**src/rtl/inst_fetch_unit.sv**
```systemverilog
`default_nettype none
// +---------------------------------------------------------------------------+
// | Module   : inst_fetch_unit                                                |
// | Brief    : Fetch stage with credit-based request issue, in-order response |
// |            prefetch FIFO and redirect/halt handling.                      |
// | Revision : 1.0 - initial release                                          |
// +---------------------------------------------------------------------------+
module inst_fetch_unit #(
  parameter logic [31:0] RESET_PC   = 32'h0000_0000,
  parameter int          FIFO_DEPTH = 4,
  parameter int          CNT_W      = $clog2(FIFO_DEPTH) + 1
) (
  input  logic        clk,
  input  logic        rst_b,
  output logic        imem_req_valid,
  input  logic        imem_req_ready,
  output logic [31:0] imem_req_addr,
  input  logic        imem_resp_valid,
  input  logic [31:0] imem_resp_data,
  output logic        dec_valid,
  input  logic        dec_ready,
  output logic [31:0] dec_inst,
  output logic [31:0] dec_pc,
  input  logic        redirect_valid,
  input  logic [31:0] redirect_pc,
  input  logic        halt,
  output logic        fetch_idle
);

  localparam int c_PTR_W = $clog2(FIFO_DEPTH);

  logic [31:0]        r_fetch_pc;
  logic [31:0]        r_resp_pc;
  logic [CNT_W-1:0]   r_count;
  logic [CNT_W-1:0]   r_outstanding;
  logic [CNT_W-1:0]   r_drop_cnt;
  logic [c_PTR_W-1:0] r_wr_ptr;
  logic [c_PTR_W-1:0] r_rd_ptr;
  logic [31:0]        r_pc_mem   [FIFO_DEPTH];
  logic [31:0]        r_inst_mem [FIFO_DEPTH];

  logic [CNT_W:0]     w_occupancy;
  logic               w_req_valid;
  logic               w_req_fire;
  logic               w_resp_ok;
  logic               w_push;
  logic               w_dec_valid;
  logic               w_pop;

  // Slots are reserved at request time, so FIFO entries plus in-flight words
  // can never exceed the FIFO depth and the response path needs no backpressure.
  assign w_occupancy = {1'b0, r_count} + {1'b0, r_outstanding};
  assign w_req_valid = rst_b && !halt && !redirect_valid &&
                       (w_occupancy < (CNT_W+1)'(FIFO_DEPTH));
  assign w_req_fire  = w_req_valid && imem_req_ready;
  assign w_resp_ok   = imem_resp_valid && (r_outstanding != '0);
  assign w_push      = w_resp_ok && !redirect_valid && (r_drop_cnt == '0);
  assign w_dec_valid = (r_count != '0) && !redirect_valid;
  assign w_pop       = w_dec_valid && dec_ready;

  assign imem_req_valid = w_req_valid;
  assign imem_req_addr  = r_fetch_pc;
  assign dec_valid      = w_dec_valid;
  assign dec_inst       = r_inst_mem[r_rd_ptr];
  assign dec_pc         = r_pc_mem[r_rd_ptr];
  assign fetch_idle     = (r_outstanding == '0) && (r_count == '0);

  always_ff @(posedge clk or negedge rst_b) begin
    if (!rst_b) begin
      r_fetch_pc    <= RESET_PC;
      r_resp_pc     <= RESET_PC;
      r_outstanding <= '0;
      r_drop_cnt    <= '0;
    end else begin
      r_outstanding <= r_outstanding + CNT_W'(w_req_fire) - CNT_W'(w_resp_ok);
      if (redirect_valid) begin
        r_fetch_pc <= redirect_pc;
        r_resp_pc  <= redirect_pc;
        // Everything still in flight after this cycle belongs to the old path.
        r_drop_cnt <= r_outstanding - CNT_W'(w_resp_ok);
      end else begin
        if (w_req_fire)
          r_fetch_pc <= r_fetch_pc + 32'd4;
        if (w_push)
          r_resp_pc <= r_resp_pc + 32'd4;
        if (w_resp_ok && (r_drop_cnt != '0))
          r_drop_cnt <= r_drop_cnt - CNT_W'(1);
      end
    end
  end

  always_ff @(posedge clk or negedge rst_b) begin
    if (!rst_b) begin
      r_count  <= '0;
      r_wr_ptr <= '0;
      r_rd_ptr <= '0;
      for (int i = 0; i < FIFO_DEPTH; i++) begin
        r_pc_mem[i]   <= '0;
        r_inst_mem[i] <= '0;
      end
    end else if (redirect_valid) begin
      r_count  <= '0;
      r_wr_ptr <= '0;
      r_rd_ptr <= '0;
    end else begin
      r_count <= r_count + CNT_W'(w_push) - CNT_W'(w_pop);
      if (w_push) begin
        r_pc_mem[r_wr_ptr]   <= r_resp_pc;
        r_inst_mem[r_wr_ptr] <= imem_resp_data;
        r_wr_ptr             <= r_wr_ptr + c_PTR_W'(1);
      end
      if (w_pop)
        r_rd_ptr <= r_rd_ptr + c_PTR_W'(1);
    end
  end

`ifndef SYNTHESIS
  always @(posedge clk) begin
    if (rst_b) begin
      assert (!(imem_resp_valid && (r_outstanding == '0)));
      assert (w_occupancy <= (CNT_W+1)'(FIFO_DEPTH));
      assert (r_drop_cnt <= r_outstanding);
    end
  end
`endif

endmodule
`default_nettype wire
```
**config.mk**
```make
export PLATFORM = sky130hd
export DESIGN_NAME = inst_fetch_unit
export DESIGN_NICKNAME = d
export VERILOG_FILES = /design/src/rtl/inst_fetch_unit.sv
export SDC_FILE = /design/constraint.sdc
export NUM_CORES = 1
export LEC_CHECK = 0
export BUFFER_PORTS_ARGS = -buffer_cell sky130_fd_sc_hd__buf_2
export CORE_MARGIN = 2
export CORE_UTILIZATION = 30
export CTS_BUF_LIST = sky130_fd_sc_hd__clkbuf_16
export CTS_CLUSTER_DIAMETER = 30
export DETAILED_ROUTE_END_ITERATION = 10
export MAX_ROUTING_LAYER = met4
export SYNTH_ARGS = -nofsm -noshare
export SYNTH_HDL_FRONTEND = slang
export SYNTH_SLANG_ARGS = --single-unit
```
**constraint.sdc**
```tcl
create_clock -name clk -period 6.5 [get_ports clk]
set_clock_uncertainty 0.1 [all_clocks]
set_input_delay 0.65 -clock clk [delete_from_list [all_inputs] [get_ports clk]]
set_output_delay 0.65 -clock clk [all_outputs]
set_load 0.02 [all_outputs]
```
# After elaboration in Yosys (flattened, before gate mapping)
# Index checks and enable logic that the tools add are counted.
dict set report totals {
  ff_bits 333
  input_bits 71
}
dict set report classes {
  add_sub_neg 11
  magnitude_cmp 4
  muxes 21
  bitwise 3
  n_reduce_logical 25
}
# cell n
set op_table {}
lappend op_table {{32-bit two-way mux} 9}
lappend op_table {{128-bit bitwise mux} 2}
lappend op_table {{32-bit binary-select mux with 2-bit select} 2}
lappend op_table {{32-bit by 3-bit adder with 32-bit output, second input constant} 2}
lappend op_table {{32-bit demux with 2-bit select} 1}
lappend op_table {{1-bit logical AND} 12}
lappend op_table {{3-bit zero test} 3}
lappend op_table {{3-bit two-way mux} 3}
lappend op_table {{3-bit nonzero test} 3}
lappend op_table {{3-bit by 1-bit subtractor with 3-bit output} 3}
lappend op_table {{2-bit two-way mux} 4}
lappend op_table {{2-bit nonzero test} 4}
lappend op_table {{3-bit by 1-bit adder with 3-bit output} 2}
lappend op_table {{3-bit greater-or-equal comparator, second input constant} 2}
lappend op_table {{2-bit inverter with 3-bit output} 2}
lappend op_table {{2-bit by 1-bit adder with 2-bit output, second input constant} 2}
lappend op_table {{3-bit by 3-bit adder with 4-bit output} 1}
lappend op_table {{4-bit by 3-bit < comparator with 1-bit output, second input constant} 1}
lappend op_table {{3-bit by 1-bit < comparator with 1-bit output, second input constant} 1}
lappend op_table {{3-bit by 1-bit subtractor with 3-bit output, second input constant} 1}
lappend op_table {{1-bit zero test} 2}
lappend op_table {{2-bit AND reduction} 1}
lappend op_table {{1-bit inverter} 1}

# Depth between registers and ports, before layout
dict set report depth {
  word_depth 7
  depth_mapped 13
  depth_no_buf 13
}

# Worst setup path after synthesis
# No wires, ideal clock.
dict set report synth_path {
  path_type {input-to-reg}
  start {input port redirect_valid}
  end {register r_outstanding[2]}
  setup_time_ps 124
  arrival_ps 2748
  t_required_ps 6276
  slack_ps 3528
  stages 12
  path_buffers 3
  cell_sequence {buf_2 nor4b_1 and4_1 buf_4 inv_2 buf_2 ha_1 inv_1 ha_1 fa_1 xnor2_1 xnor2_1}
}
dict set report synth_via {
  elab_chain_cells 6
}
# element line
set synth_lines {}
lappend synth_lines {{from (decl)} 24} ;# input logic redirect_valid,
lappend synth_lines {{1-bit zero test} 53} ;# assign w_req_valid = rst_b && !halt && !redirect_valid &&
lappend synth_lines {{1-bit logical AND (2 in a row)} 53}
lappend synth_lines {{1-bit logical AND} 55} ;# assign w_req_fire = w_req_valid && imem_req_ready;
lappend synth_lines {{3-bit by 1-bit adder with 3-bit output} 75} ;# r_outstanding <= r_outstanding + CNT_W'(w_req_fire) - CNT_W'(w_resp_ok);
lappend synth_lines {{3-bit by 1-bit subtractor with 3-bit output} 75}
lappend synth_lines {{to (signal assigned)} 75}
lappend synth_lines {{to (decl)} 35} ;# logic [CNT_W-1:0] r_outstanding;
# No other way between the ends.
# A chain may end at the register's enable or synchronous reset.

# Worst setup path in the final report
dict set report layout_path {
  start {input port rst_b}
  end {register r_outstanding[2]}
}
dict set report layout_via {
  elab_chain_cells 6
}
# element line
set layout_lines {}
lappend layout_lines {{from (decl)} 14} ;# input logic rst_b,
lappend layout_lines {{1-bit logical AND (3 in a row)} 53}
lappend layout_lines {{1-bit logical AND} 55}
lappend layout_lines {{3-bit by 1-bit adder with 3-bit output} 75}
lappend layout_lines {{3-bit by 1-bit subtractor with 3-bit output} 75}
# No other way between the ends.

==> metrics.md <==
| Metric | Value |
|---|---|
| Status | `finished, final reports clean` |
| Mapped cell area | `~15000 sq um` |
| RSZ-0062 raised after global routing | `false` |
| CP startpoint | `rst_b` |
| Vias in the first global route | `11000` |
| Dominant synthesized flop cell | `dfrtp_1` |
| GPL Wtd Cong | `about 0.87` |
| Multi-input gate area | `around 6600 sq um` |
| CTS max path bufs | `3` |
| Cells along the critical path | `dlygate4sd3_1, buf_8, nor4b_1, and4_1, inv_2, ha_1, inv_1, ha_1, fa_1, xnor2_1, xnor2_1` |
| Core Region | `between 50000 and 60000 sq um` |
| Most frequent cell after synthesis | `dfrtp_1` |
| Share of cells above drive strength 1 | `between 40% and 50%` |
| Clock-pin slew on the worst setup and hold paths | `~0.04 ns` |
| Post-route cell area | `between 15000 and 20000 sq um` |
| Synth top area share | `around 54%` |
| Syn Area/Cell | `between 10 and 15 sq um` |
| Nets | `~1400` |
| ANT cells | `0` |
| Area fraction in compound gates after synthesis | `about 3.8%` |
| Hold Vio Cnt, Final | `0` |
| Slowest cell on the critical path | `and4_1` |
| Finished Core Util | `38.6%` |
| Fmax | `roughly 0.25 GHz` |
| Post-Synth Adder-Cell Area | `between 1.5 and 2%` |
| Post-Synthesis Cells | `between 1000 and 1500` |
| Initial Util | `a little under a third` |
| DP Area | `approximately 17000 sq um` |
| Seq/Total Area, Yosys | `approximately 54%` |
| Worst ir drop on vdd | `0.000202 V` |
| Clock sink total | `between 300 and 400` |
| Most frequent cells after synthesis | `333 x dfrtp_1, 260 x mux2_2, 64 x mux4_2, 61 x nand2_1, 37 x o21ai_0` |
| Via density | `4.93` |
| CP endpoint kind | `flop` |
| Number of setup violations in the final report | `0` |
| CP Data Required Time | `around 6.9 ns` |
| Die height | `roughly 230 um` |
| Placed cells | `around 1900` |
| Max Cap Viol | `0` |
| Depth of the CTS H-tree | `3` |
| WL per Instance | `19.1 um` |
| TritonCTS buffer count | `85` |
| DIE WIDTH | `between 200 and 250 um` |
| Fin. max-slew vios | `0` |
| DRT iter0 DRCs | `between 500 and 600` |
| DR vias | `10100` |
| Total GRT Usage | `15.6%` |
| Area Growth Syn to Fin | `27.7%` |
| Yosys warns | `0` |
| Synth area leader | `dfrtp_1` |
| Root buf cell | `clkbuf_16` |
| EDFF count, synth | `0` |
| Crit path launch type | `input pin` |
| Most area-consuming cells after synthesis | `dfrtp_1 54%, mux2_2 19%, mux4_2 9.3%, nand2_1 1.5%, buf_4 1.4%` |
| DP HPWL | `~25000 um` |
| Cell Rows | `83` |
| Mux cell area share after synthesis | `between 20% and 30%` |
| RR Startpoint | `r_outstanding[2]$_DFF_PN0_` |
| Die area | `around 53000 sq um` |
| Tmin final | `3.94 ns` |
| CTS tree | `built` |
| Gr busiest metal | `met2` |
| Post-Synth Simple-Gate Area | `7.10%` |
| Final wirelength | `roughly 40000 um` |
| # DRC | `0` |
| Port Buffers | `between 150 and 200` |
| Slew margin rel. | `23.3%` |
| Initial antenna violation count | `0` |
| Post-synthesis register bit count | `roughly 330` |
| HP Class | `in2reg` |
| Hold_sp | `redirect_pc[0]` |
| Xor and xnor fraction of the mapped netlist area | `approximately 1.9%` |
| Number of distinct library cells after synthesis | `between 50 and 60` |
| Sequential cell area | `between 8000 and 9000 sq um` |
| Mapped Nets | `roughly 1200` |
| Clock latency on the worst-skew pair | `about 0.6 ns` |
| Leak Pwr | `roughly 0.0091 uW` |
| Final Hold Slack | `about 0.18 ns` |
| Fin crit share | `between 60% and 70%` |
| Pwr Density | `438 nW/um^2` |
| Kind of critical path | `in2reg` |
| Final TNS setup | `0 ns` |
| Crit-path max FO | `just under 60` |
| Drt first pass iters | `4` |
| Measured slew at the worst slew-check pin | `between 1 and 1.5 ns` |
| I/O Pins | `170` |
| Total grt overflow | `0` |
| # fillers | `4862` |
| First-pass GRT wire length | `62800 um` |
| Antenna viol nets, final | `0` |
| Largest family of logic cells by synthesized area | `multiplexers` |
| Largest net degree at the start of global routing | `between 70 and 80` |
| Met3 usage | `a little under 4%` |
| Final Non-Filler Cells | `between 2000 and 2500` |
| GR Util met1 | `20.8%` |
| Worst EP arrival | `4.32 ns` |
| Met2 Use GR | `about a quarter` |
| Crit-path max cell delay | `0.71 ns` |
| Async S/R FF share, synth | `100%` |
-- area by class of cell --
type,instances,share of cell area [%]
clock buffer,85,10.8
clock inverter,71,3.63
inverter,26,0.495
multi-input combinational,671,33.7
sequential,333,42.3
tap,680,4.31
timing repair buffer,182,4.84
-- where the power goes --
group | switching [uW] | leakage (uW) | internal (uW) | total (uW)
Clock | 1300 | 0.00142 | 2780 | 4080
Combinational | 968 | 0.00329 | 870 | 1840
Sequential | 302 | 0.00442 | 2430 | 2730
Total | 2570 | 0.00913 | 6080 | 8640
-- through the flow --
step / setup WS, ns / power (uW)
2_1_floorplan: 3.53 / 3970
3_3_place_gp: 2.57 / 4590
3_5_place_dp: 2.53 / 4640
4_1_cts: 2.45 / 8790
5_1_grt: 2.28 / 9080
6_report: 2.56 / 8640
-- worst max-delay path: cells and delay by family --
family	cells	cell delay, ns
XOR/XNOR	2	0.28
adder cells (fa/ha/maj)	3	0.96
buffers and inverters	4	1.34
AND/OR/NAND/NOR	2	1.05
-- what timing repair did --
action | 4_1_cts | 5_1_grt
hold buffers | 1 | 0
endpoints found under the hold margin | 56 | 0
gates resized for setup | 0 | 0
buffers inserted | 0 | 0
-- state kept, by name, indices dropped and copies added (netlist names) --
signal,flops
imem_req_addr,32
r_inst_mem,128
r_resp_pc,32
r_wr_ptr,2
r_drop_cnt,3
r_rd_ptr,2
r_count,3
r_outstanding,3
r_pc_mem,128
-- kinds of logic (layout without fill, tap and decap cells) --
| group | after synthesis | after routing |
|---|---|---|
| fa+ha+maj | 18 | 18 |
| buf+inv | 95 | 364 |
| xor+xnor | 33 | 33 |
| compound gates | 90 | 90 |
| flops | 333 | 333 |
| mux | 329 | 329 |
| simple gates | 201 | 201 |
-- cells in the final DEF (no fill, tap or decap), drive strengths merged, types with 2 or more instances in the layout --
master	instances
clkinvlp	8
mux2i	5
or3	4
mux4	64
nand4	28
and2	11
ha	16
bufinv	10
or4	5
clkinv	37
clkbuf	85
buf	181
mux2	260
fa	2
nand3	33
nand2	62
o311ai	16
nor3	6
nor2	28
nor4	6
a21oi	7
and3	6
a211oi	2
o211ai	19
xor2	19
nor2b	2
xnor2	14
a31oi	4
inv	42
o21ai	37
and4	4
o31ai	2
dfrtp	333
-- metal layers --
layer / up-vias / wire length [um]
li1: 4510 / -
met4: 0 / 748
met3: 68 / 2370
met5: - / 0
met2: 320 / 18000
met1: 5206 / 18000
-- final timing paths --
kind                                           endpoint  slack, ns  cells past startpoint
max                          r_outstanding[2]$_DFF_PN0_       2.56                     11
min                        imem_req_addr[0]$_DFFE_PN0P_       0.18                      3
max reg2reg                  r_outstanding[2]$_DFF_PN0_       2.97                     10
min reg2reg                  r_inst_mem[38]$_DFFE_PN0P_       0.40                      1
max in group asynchronous    r_inst_mem[56]$_DFFE_PN0P_       3.65                      4
min in group asynchronous     r_inst_mem[4]$_DFFE_PN0P_       0.46                      2
Power figures use the tool's default switching activity.
